### config.mk
export PLATFORM = sky130hd
export DESIGN_NAME = rom_port_arbiter
export DESIGN_NICKNAME = d
export VERILOG_FILES = /design/src/rtl/rom_port_arbiter_pkg.sv /design/src/rtl/rom_port_arbiter_rr_arb2.sv /design/src/rtl/rom_port_arbiter.sv
export SDC_FILE = /design/constraint.sdc
export NUM_CORES = 1
export LEC_CHECK = 0
export ABC_AREA = 1
export BUFFER_PORTS_ARGS = -buffer_cell sky130_fd_sc_hd__buf_2
export CELL_PAD_IN_SITES_DETAIL_PLACEMENT = 1
export CELL_PAD_IN_SITES_GLOBAL_PLACEMENT = 1
export CORE_MARGIN = 3
export CORE_UTILIZATION = 30
export CTS_BUF_LIST = sky130_fd_sc_hd__clkbuf_4
export CTS_CLUSTER_DIAMETER = 150
export DETAILED_ROUTE_END_ITERATION = 6
export GPL_TIMING_DRIVEN = 0
export PLACE_DENSITY_LB_ADDON = 0.1
export SYNTH_ARGS = -nofsm -noshare
export SYNTH_HDL_FRONTEND = slang
export SYNTH_SLANG_ARGS = --single-unit
export TNS_END_PERCENT = 10
### constraint.sdc
create_clock -name clk -period 5.94 [get_ports clk]
set_input_delay 0.297 -clock clk [delete_from_list [all_inputs] [get_ports clk]]
set_output_delay 0.297 -clock clk [all_outputs]
set_load 0.03 [all_outputs]
### src/rtl/rom_port_arbiter_pkg.sv
// Shared constants and types for the ROM read-port arbiter.
// Requester index 0 is instruction fetch and index 1 is load/store.
package rom_port_arbiter_pkg;

    localparam logic ChipEnable  = 1'b1;
    localparam logic ChipDisable = 1'b0;

    localparam int InstrAddrBus = 32;
    localparam int InstrBus     = 32;
    localparam logic [InstrBus-1:0] ZeroWord = '0;
    localparam int RomMemNum    = 1024;

    localparam int REQ_IF = 0;
    localparam int REQ_LS = 1;

    typedef enum logic [1:0] {
        OWN_NONE = 2'b00,
        OWN_IF   = 2'b01,
        OWN_LS   = 2'b10
    } owner_e;

endpackage

### src/rtl/rom_port_arbiter_rr_arb2.sv
// Two-way round-robin grant generator.
// The requester that did not win the last grant wins a tie.
module rom_port_arbiter_rr_arb2
    import rom_port_arbiter_pkg::*;
(
    input  logic       clk,
    input  logic       rst,
    input  logic [1:0] req_i,
    output logic [1:0] gnt_o
);

    // 1 means LS held the most recent grant.
    logic last_ls_q;
    logic last_ls_d;

    always_comb begin
        gnt_o     = 2'b00;
        last_ls_d = last_ls_q;
        unique case (req_i)
            2'b01:   gnt_o = 2'b01;
            2'b10:   gnt_o = 2'b10;
            2'b11:   gnt_o = last_ls_q ? 2'b01 : 2'b10;
            default: gnt_o = 2'b00;
        endcase
        if (gnt_o[REQ_IF]) begin
            last_ls_d = 1'b0;
        end else if (gnt_o[REQ_LS]) begin
            last_ls_d = 1'b1;
        end
    end

    always_ff @(posedge clk or posedge rst) begin
        if (rst) begin
            last_ls_q <= 1'b1;
        end else begin
            last_ls_q <= last_ls_d;
        end
    end

endmodule

### src/rtl/rom_port_arbiter.sv
// Shares the combinational instruction ROM port between IF and LS reads.
// Grants are combinational; responses come back registered one cycle later.
module rom_port_arbiter
    import rom_port_arbiter_pkg::*;
#(
    parameter int ADDR_W     = InstrAddrBus,
    parameter int DATA_W     = InstrBus,
    parameter int ROM_DEPTH  = RomMemNum,
    parameter int ADDR_SHIFT = 2
) (
    input  logic              clk,
    input  logic              rst,
    input  logic              if_req_i,
    input  logic [ADDR_W-1:0] if_addr_i,
    input  logic              if_flush_i,
    output logic              if_gnt_o,
    output logic              if_rvalid_o,
    output logic              if_err_o,
    output logic [DATA_W-1:0] if_rdata_o,
    input  logic              ls_req_i,
    input  logic [ADDR_W-1:0] ls_addr_i,
    output logic              ls_gnt_o,
    output logic              ls_rvalid_o,
    output logic              ls_err_o,
    output logic [DATA_W-1:0] ls_rdata_o,
    output logic              rom_ce_o,
    output logic [ADDR_W-1:0] rom_addr_o,
    input  logic [DATA_W-1:0] rom_rdata_i
);

    localparam logic [ADDR_W-1:0] DepthW = ADDR_W'(ROM_DEPTH);

    logic [1:0]        gnt;
    logic              any_gnt;
    logic [ADDR_W-1:0] sel_addr;
    logic [ADDR_W-1:0] word_idx;
    logic              in_range;

    owner_e            owner_q, owner_d;
    logic              err_q, err_d;
    logic [DATA_W-1:0] data_q, data_d;
    logic [DATA_W-1:0] if_hold_q, ls_hold_q;

    rom_port_arbiter_rr_arb2 u_arb (
        .clk   (clk),
        .rst   (rst),
        .req_i ({ls_req_i, if_req_i}),
        .gnt_o (gnt)
    );

    always_comb begin
        any_gnt  = |gnt;
        sel_addr = gnt[REQ_LS] ? ls_addr_i : if_addr_i;
        word_idx = sel_addr >> ADDR_SHIFT;
        in_range = (word_idx < DepthW);

        if_gnt_o   = gnt[REQ_IF];
        ls_gnt_o   = gnt[REQ_LS];
        rom_ce_o   = (any_gnt && in_range) ? ChipEnable : ChipDisable;
        rom_addr_o = any_gnt ? word_idx : '0;

        owner_d = OWN_NONE;
        if (gnt[REQ_IF]) begin
            owner_d = OWN_IF;
        end else if (gnt[REQ_LS]) begin
            owner_d = OWN_LS;
        end
        err_d  = any_gnt && !in_range;
        data_d = (any_gnt && in_range) ? rom_rdata_i : '0;
    end

    // Flush only masks the presented IF response; the register stage is untouched.
    always_comb begin
        if_rvalid_o = (owner_q == OWN_IF) && !if_flush_i;
        ls_rvalid_o = (owner_q == OWN_LS);
        if_err_o    = if_rvalid_o && err_q;
        ls_err_o    = ls_rvalid_o && err_q;
        if_rdata_o  = if_rvalid_o ? data_q : if_hold_q;
        ls_rdata_o  = ls_rvalid_o ? data_q : ls_hold_q;
    end

    always_ff @(posedge clk or posedge rst) begin
        if (rst) begin
            owner_q   <= OWN_NONE;
            err_q     <= 1'b0;
            data_q    <= '0;
            if_hold_q <= '0;
            ls_hold_q <= '0;
        end else begin
            owner_q <= owner_d;
            err_q   <= err_d;
            data_q  <= data_d;
            if (if_rvalid_o) begin
                if_hold_q <= data_q;
            end
            if (ls_rvalid_o) begin
                ls_hold_q <= data_q;
            end
        end
    end

endmodule

[Yosys cells after proc, flatten, opt, wreduce, memory -nomap -nowiden]
Index checks and enable logic that the tools add are counted.
Storage, ports and cells
  logic and storage cells: 33
  register bits after elaboration: 100
  output and inout port bits: 103
  bits of input ports: 101
Operators by class
  muxes and demuxes: 12
  reductions and logical operators: 9
  magnitude comparators: 1
  eq/ne operators: 5
Operators by type and width (number)
  $mux 32: 4
  $lt 30x11->1 const B: 1
  $mux 30: 1
  $eq 2x2->1 const B: 3
  $mux 2: 3
  $pmux 2 s3: 1
  $logic_and 1x1->1: 5
  $eq 2x1->1 const B: 2
  $mux 1: 3
  $logic_not 1->1: 2
  $reduce_bool 2->1: 1
  $reduce_or 2->1: 1

[Longest topological paths before layout]
Gate-level depths: netlist (run 1).
  depth after elaboration: 6
  depth in mapped cells: 12
  mapped depth without buffers: 10

[By module]
A second synthesis (run 1) with hierarchy kept.
Second synthesis, totals
  cells, all modules: 533
  area total of the unflattened synthesis: 4481.8 um2
Modules (own cells, without submodules)
  rom_port_arbiter: area each 4413.0 um2, cells an instance 521, seq. area each 2477.4 um2, instances 1
  rom_port_arbiter_rr_arb2: area each 68.8 um2, cells an instance 12, seq. area each 26.3 um2, instances 1

[Worst setup path before layout (run 1)]
Ideal clock, no wire load.
  kind: flip-flop to output port
  start: register owner_q[1]
  end: output port if_rdata_o[0]
  slack: 3.254 ns
  arrival: 2.389 ns
  cell stages (with the launch flop): 6
  data required time: 5.643 ns
  buffers on the path: 2
  cell sequence: dfrtp_1 nor3_1 inv_1 clkbuf_1 clkbuf_1 o21ai_0
Between the ends
  word-level cells in the longest chain between the ends: 3
Ends and longest elaborated chain
  from (decl): RTL line rom_port_arbiter.sv:39  | owner_e owner_q, owner_d;
  from (signal assigned): RTL line rom_port_arbiter.sv:90  | owner_q <= owner_d;
  $eq 2x1->1: RTL line rom_port_arbiter.sv:74  | if_rvalid_o = (owner_q == OWN_IF) && !if_flush_i;
  $logic_and 1x1->1: RTL line rom_port_arbiter.sv:74
  named net if_rvalid_o: RTL line rom_port_arbiter.sv:17  | output logic if_rvalid_o,
  $mux 32
  to (decl): RTL line rom_port_arbiter.sv:19  | output logic [DATA_W-1:0] if_rdata_o,
The timed path passes the listed nets, and every way through them passes these cells.

[Worst setup path after layout (run 1)]
  start: register u_arb.last_ls_q
  end: output port rom_ce_o
Between the ends
  word-level cells in the longest chain between the ends: 6
  elaborated cells on any way between the ends: 7
  classes of those cells: order compare (1); mux (4); reduce/logical (2)
Ends and longest elaborated chain
  from (decl): RTL line rom_port_arbiter_rr_arb2.sv:13  | logic last_ls_q;
  from (signal assigned): RTL line rom_port_arbiter_rr_arb2.sv:36  | last_ls_q <= last_ls_d;
  $mux 2 *: RTL line rom_port_arbiter_rr_arb2.sv:22  | 2'b11: gnt_o = last_ls_q ? 2'b01 : 2'b10;
  $pmux 2 s3 *: RTL line rom_port_arbiter_rr_arb2.sv:19  | unique case (req_i)
  $mux 32: RTL line rom_port_arbiter.sv:53  | sel_addr = gnt[REQ_LS] ? ls_addr_i : if_addr_i;
  $lt 30x11->1: RTL line rom_port_arbiter.sv:55  | in_range = (word_idx < DepthW);
  $logic_and 1x1->1 *: RTL line rom_port_arbiter.sv:59  | rom_ce_o = (any_gnt && in_range) ? ChipEnable : ChipDisable;
  $mux 1 *: RTL line rom_port_arbiter.sv:59
  to (decl): RTL line rom_port_arbiter.sv:26  | output logic rom_ce_o,
Every way passes the cells marked *; elsewhere a longest branch is shown, timed or not.

==> metrics, run 1 <==
max-cap violation count=0; y dimension of the die=127 µm; first-pass detailed-route iteration total=4; Die Area=16100 µm²; cell count after synthesis=523; Initial Util=31.1%; share of cells above drive strength 1=32.4%; Synth top area share=56.5%; setup violators final=0; clk sinks=100; RSZ-0062 raised after global routing=false; placed cell area=5630 µm²; port bufs=197; post-synth cell types=25; HP Start=rom_rdata_i[6]; setup_tns=0 ns; cell mode on critical path=nand2_1; antenna-violating nets left=0; Residual DRC=0; critical-path maximum fanout=10; Max VDD drop=0.0000733 V; RD Place Congestion=0.769; yosys warns=0; global-route wire length before repair=22500 µm; most area-hungry cell type in the Yosys netlist=dfrtp_1; leakage power=3.43 nW; root buffer cell=clkbuf_4; CP Data Arrival Time=2.44 ns; Critical-path top delay cell=dfstp_2; commonest non-fill, non-tap cells in the layout=buf_2, nand2_1, dfrtp_1, inv_1, o21ai_0; Hold WS=0.0435 ns; Mapped Area=4390 µm²; Via density=4.40; Post-DP HPWL=10500 µm; reg2reg start=u_arb.last_ls_q$_DFFE_PP1P_; outcome=complete, no violations; commonest non-fill, non-tap cell in the layout=buf_2; total congestion overflow=0; CORE AREA=14100 µm²; Net count, final=864; via count=4183; PwrDens=208 nW/µm²; final WL=14000 µm; Hold Path Class=in2reg; Final Non-Filler Cells=950; Slowest Stage Delay on Critical Path=0.58 ns; Final min period=2.74 ns; All-Layer GR Usage=17.5%; Crit. Startpoint=u_arb.last_ls_q$_DFFE_PP1P_; Die Wd=127 µm; Max Freq=365 MHz; largest net degree at the start of global routing=56; number of post-CTS setup repair buffers=0; crit path cell chain=nand2_4 -> nand2_8 -> buf_8 -> nand2_1 -> nand2_1 -> nand2_1 -> nor2_1 -> nand2_1 -> nor2_4 -> nand3_4 -> buf_6 -> inv_1 -> buf_2; Synth Register Bits=100; Seq/Total Area, Yosys=57.1%; IO Pins=204; Slew @ Worst Pin=0.606 ns; CP required=5.64 ns; routed len/inst=14.7 µm; fin crit share=46.1%; CTS HTree Levels=3; DR iter-0 viols=80; Worst Setup Start Kind=flop; Mapped Avg Cell Area=8.39 µm²; relative slew slack=59.6%; fin. max-slew vios=0; crit end category=primary output; total CTS buffers=9; CTS tree=done; FP Rows=43; initial antenna violation count=2; dpl cells=902; Skew-Pair Late Insertion Delay=0.48 ns; P&R area growth vs syn=38.2%; clock slew at reported path FFs=0.14 ns; final hold violation count=0; Layout Skew=0.0285 ns; Setup Crit Path Kind=reg2out; Final Power=1.26 mW; cts repair resizes=0; post-route cell area=6060 µm²; Clock Path Buffers=2; synth top area cells=dfrtp_1, nand2_1, o21ai_0; vias in the first global route=4527
-- repair_timing --
action	in CTS	in global routing
hold buffers	27	3
hold endpoints to repair	71	3
endpoints found under the setup margin	0	0
-- logic make-up after synthesis --
| logic type | share of synthesized area [%] |
|---|---|
| and+or+nand+nor | 20.6 |
| buffers and inverters | 12.1 |
| DFF | 57.1 |
| AOI/OAI and AO/OA | 10.2 |
| other | 0.0855 |
-- path summary, 6_finish.rpt --
kind / to / slack, ns / cells after the start
setup / recovery: rom_ce_o / 3.20 / 13
setup reg to reg: data_q[2]$_DFF_PP0_ / 4.04 / 12
min in group asynchronous: if_hold_q[18]$_DFF_PP0_ / 0.45 / 3
hold reg to reg: ls_hold_q[29]$_DFF_PP0_ / 0.51 / 2
max in group asynchronous: u_arb.last_ls_q$_DFFE_PP1P_ / 4.78 / 4
hold / removal: data_q[6]$_DFF_PP0_ / 0.04 / 3
-- cell usage after synthesis --
library cell / count
inv_1: 99
a21oi_1: 9
and2_1: 1
buf_1: 2
buf_8: 1
a21boi_0: 1
o21ai_1: 3
nand3_4: 1
dfstp_2: 1
nand2_8: 1
inv_2: 1
o21ai_0: 76
nand3b_1: 7
buf_6: 4
nor2_2: 21
buf_4: 3
clkbuf_1: 17
nor2_1: 54
conb_1: 1
nor2_4: 1
nand2_1: 117
dfrtp_1: 99
nand2_4: 1
nor3_1: 1
nand3_1: 1
-- routing by layer --
metal,part of all wire [%],wire (µm),track usage [%]
met1,41,5700,20.0
met2,52,7230,31.2
met3,6.4,889,5.56
met4,1.2,166,4.98
met5,0,0,0
-- stage by stage --
stage               setup slack [ns]  utilization [%]
floorplan                       3.03                -
global placement                1.78             39.7
detailed placement              3.64             40.0
CTS                             3.09             42.8
global route                    2.88             43.0
finish                          3.20             43.0
-- critical path, delay by kind of cell (launching register included) --
family	cells	cell delay, ns
DFF	1	0.58
and+or+nand+nor	9	0.87
buffers and inverters	4	0.54
-- power breakdown --
group | switching [mW] | internal, mW
combinational | 0.154 | 0.0812
sequential | 0.00136 | 0.684
clock | 0.251 | 0.0926
total | 0.406 | 0.858
-- area by class of cell --
cell class	instances	area, µm²
well taps	180	225
flip-flops and latches	100	2500
multi-input cells	297	1360
clock inverters	7	58.8
diodes	2	5.00
inverters	100	378
plain buffers	27	154
repair buffers	228	1310
clock buffers	9	67.6
fillers	1773	8030
-- sequential cells by signal, indices dropped and copies added, names as in the netlist --
signal           cells
data_q              32
if_hold_q           32
owner_q              2
err_q                1
ls_hold_q           32
u_arb.last_ls_q      1
(Power assumes the default switching activity.)
==> run 2: changes to the inputs <==
--- a/config.mk
+++ b/config.mk
@@ -5,7 +5,7 @@
 export SDC_FILE = /design/constraint.sdc
 export NUM_CORES = 1
 export LEC_CHECK = 0
-export ABC_AREA = 1
+export ABC_AREA = 0
 export BUFFER_PORTS_ARGS = -buffer_cell sky130_fd_sc_hd__buf_2
 export CELL_PAD_IN_SITES_DETAIL_PLACEMENT = 1
 export CELL_PAD_IN_SITES_GLOBAL_PLACEMENT = 1
==> constraint.sdc (replaced) <==
create_clock -name clk -period 2.4 [get_ports clk]
set_input_delay 0.12 -clock clk [delete_from_list [all_inputs] [get_ports clk]]
set_output_delay 0.12 -clock clk [all_outputs]
set_load 0.03 [all_outputs]
==> run 2 against run 1 <==
Against the previous run:
- design area fell by 3.8%
- sequential share of layout area rose by 1.6 points
- combinational power rose by 140%
- count of clock-buffer cells in the layout did not move
- critical path depth fell by 6
- clock skew fell by 0.014 ns
- global-route usage rose by 0.55 points
- via count fell by 13%
- critical endpoint unchanged
==> metrics, run 2 <==
Final Power=3.14 mW; CTS tree=done; total CTS buffers=9; asr flop ratio synth=100%; Final min period=2.28 ns; CP Data Arrival Time=2.16 ns; final WL=13100 µm; grt peak-use layer=met2; Top Registers=data_q: 32 flops, if_hold_q: 32 flops, ls_hold_q: 32 flops; fin crit share=95.2%; leakage power=3.52 nW; fin. max-slew vios=0; y dimension of the die=123 µm; FP Rows=41; Post-DP HPWL=9730 µm; post-route cell area=5830 µm²; Residual DRC=0; root buffer cell=clkbuf_4; max-cap violation count=0; clock slew at reported path FFs=0.15 ns; Synth Register Bits=100; met2 usage=31.5%; Hold WS=0.0723 ns; Slew @ Worst Pin=0.744 ns; Max Freq=438 MHz; vias in the first global route=4002; critical-path maximum fanout=10; Die Area=15000 µm²; first-pass detailed-route iteration total=4; Worst Setup Start Kind=flop; global-route wire length before repair=20600 µm; IO Pins=204; P&R area growth vs syn=43.1%; Hold Path Class=in2reg; Skew-Pair Late Insertion Delay=0.46 ns; clk sinks=100; CTS HTree Levels=3; outcome=complete, no violations; Synth top area share=60.8%; All-Layer GR Usage=18.0%; crit end category=primary output; yosys warns=0; RD Place Congestion=0.785; setup ws final=0.115 ns; routed len/inst=16.5 µm; number of post-CTS setup repair buffers=0; GR Util met1=20.6%; met3 Use GR=5.35%; antenna-violating nets left=0; setup violators final=0; port bufs=197; Clock Path Buffers=2; Layout Skew=0.0149 ns; pre-CTS WS=0.406 ns; largest net degree at the start of global routing=43; synth top area cells=dfrtp_1, nand2_1, mux2_1; Net count, final=714; DR iter-0 viols=112; PwrDens=539 nW/µm²; most frequent cells after synthesis=nand2_1, dfrtp_1, and3_1, mux2_1, a22o_1; CP required=2.28 ns; Mapped Avg Cell Area=11.1 µm²; final hold violation count=0; count leader, synth=nand2_1; most area-hungry cell type in the Yosys netlist=dfrtp_1; Mapped Area=4080 µm²; via count=3638; initial antenna violation count=0; cell count after synthesis=367; share of cells above drive strength 1=38.8%; Max VDD drop=0.000186 V; commonest non-fill, non-tap cells in the layout=buf_2, nand2_1, dfrtp_1, dlygate4sd3_1; commonest non-fill, non-tap cell in the layout=buf_2; Initial Util=31.5%; CORE AREA=12900 µm²; setup_tns=0 ns; Setup Crit Path Kind=reg2out; Die Wd=123 µm; total congestion overflow=0; post-synth cell types=28; Via density=4.60; ys flop type=dfrtp_1; placed cell area=5320 µm²; relative slew slack=50.2%; RSZ-0062 raised after global routing=true; Seq/Total Area, Yosys=61.4%; EDFF count, synth=0
-- run 2: cells by family (layout without fill, tap and decap cells) --
family          count (synthesis)  count (layout)  share of synthesized area (%)
compound gates                 33              33                           6.66
buf+inv                        29             279                           3.53
flops                         100             100                           61.4
mux                            32              32                           8.84
other cells                     1               3                         0.0920
simple gates                  172             172                           19.4
-- run 2: area by class of cell --
cell class | count | area, µm²
Fill cell | 1547 | 7090
Antenna cell | 1 | 2.50
Tap cell | 172 | 215
Timing Repair Buffer | 234 | 1380
Buffer | 24 | 140
Clock buffer | 9 | 67.6
Inverter | 5 | 23.8
Multi-Input combinational cell | 239 | 1440
Clock inverter | 7 | 66.3
Sequential cell | 100 | 2500
-- run 2: power breakdown --
group | internal [mW] | total [mW] | switching, mW
clock network | 0.315 | 0.879 | 0.564
logic | 0.211 | 0.566 | 0.354
registers | 1.69 | 1.70 | 0.00451
total | 2.22 | 3.14 | 0.923
-- run 2: timing repair --
| action | 4_1_cts | 5_1_grt |
|---|---|---|
| hold buffers | 35 | 0 |
| gates resized for setup | 10 | 3 |
| setup endpoints to repair | 69 | 47 |
| pin swaps | 1 | 0 |
| gates cloned | 0 | 0 |
| hold endpoints to repair | 61 | 0 |
-- run 2: worst paths after layout --
| path | startpoint | to | slack [ns] | cells past startpoint |
|---|---|---|---|---|
| max | u_arb.last_ls_q$_DFFE_PP1P_ | rom_ce_o | 0.12 | 7 |
| min reg2reg | ls_hold_q[30]$_DFF_PP0_ | ls_hold_q[30]$_DFF_PP0_ | 0.49 | 2 |
| min in group asynchronous | rst | data_q[25]$_DFF_PP0_ | 0.31 | 3 |
| max reg2reg | u_arb.last_ls_q$_DFFE_PP1P_ | data_q[5]$_DFF_PP0_ | 0.78 | 6 |
| min | if_flush_i | if_hold_q[31]$_DFF_PP0_ | 0.07 | 3 |
| max in group asynchronous | rst | data_q[5]$_DFF_PP0_ | 1.42 | 4 |
-- run 2: through the flow --
stage	std cells	util [%]
finish	791	45.1
CTS	790	45.1
global route	790	45.1
global placement	737	40.9
floorplan	368	-
detailed placement	739	41.2
-- run 2: worst max-delay path: stages (launching register included) --
cell	delay [ns]
dfstp_2	0.40
a21bo_4	0.22
clkinv_2	0.10
nand4_1	0.17
a22oi_4	0.32
buf_6	0.19
and2_1	0.12
buf_2	0.19
-- run 2: per-layer routing --
layer | vias to the layer above | wire length (µm)
met3 | 19 | 906
li1 | 1731 | -
met4 | 0 | 246
met2 | 135 | 6710
met1 | 1753 | 5220
met5 | - | 0
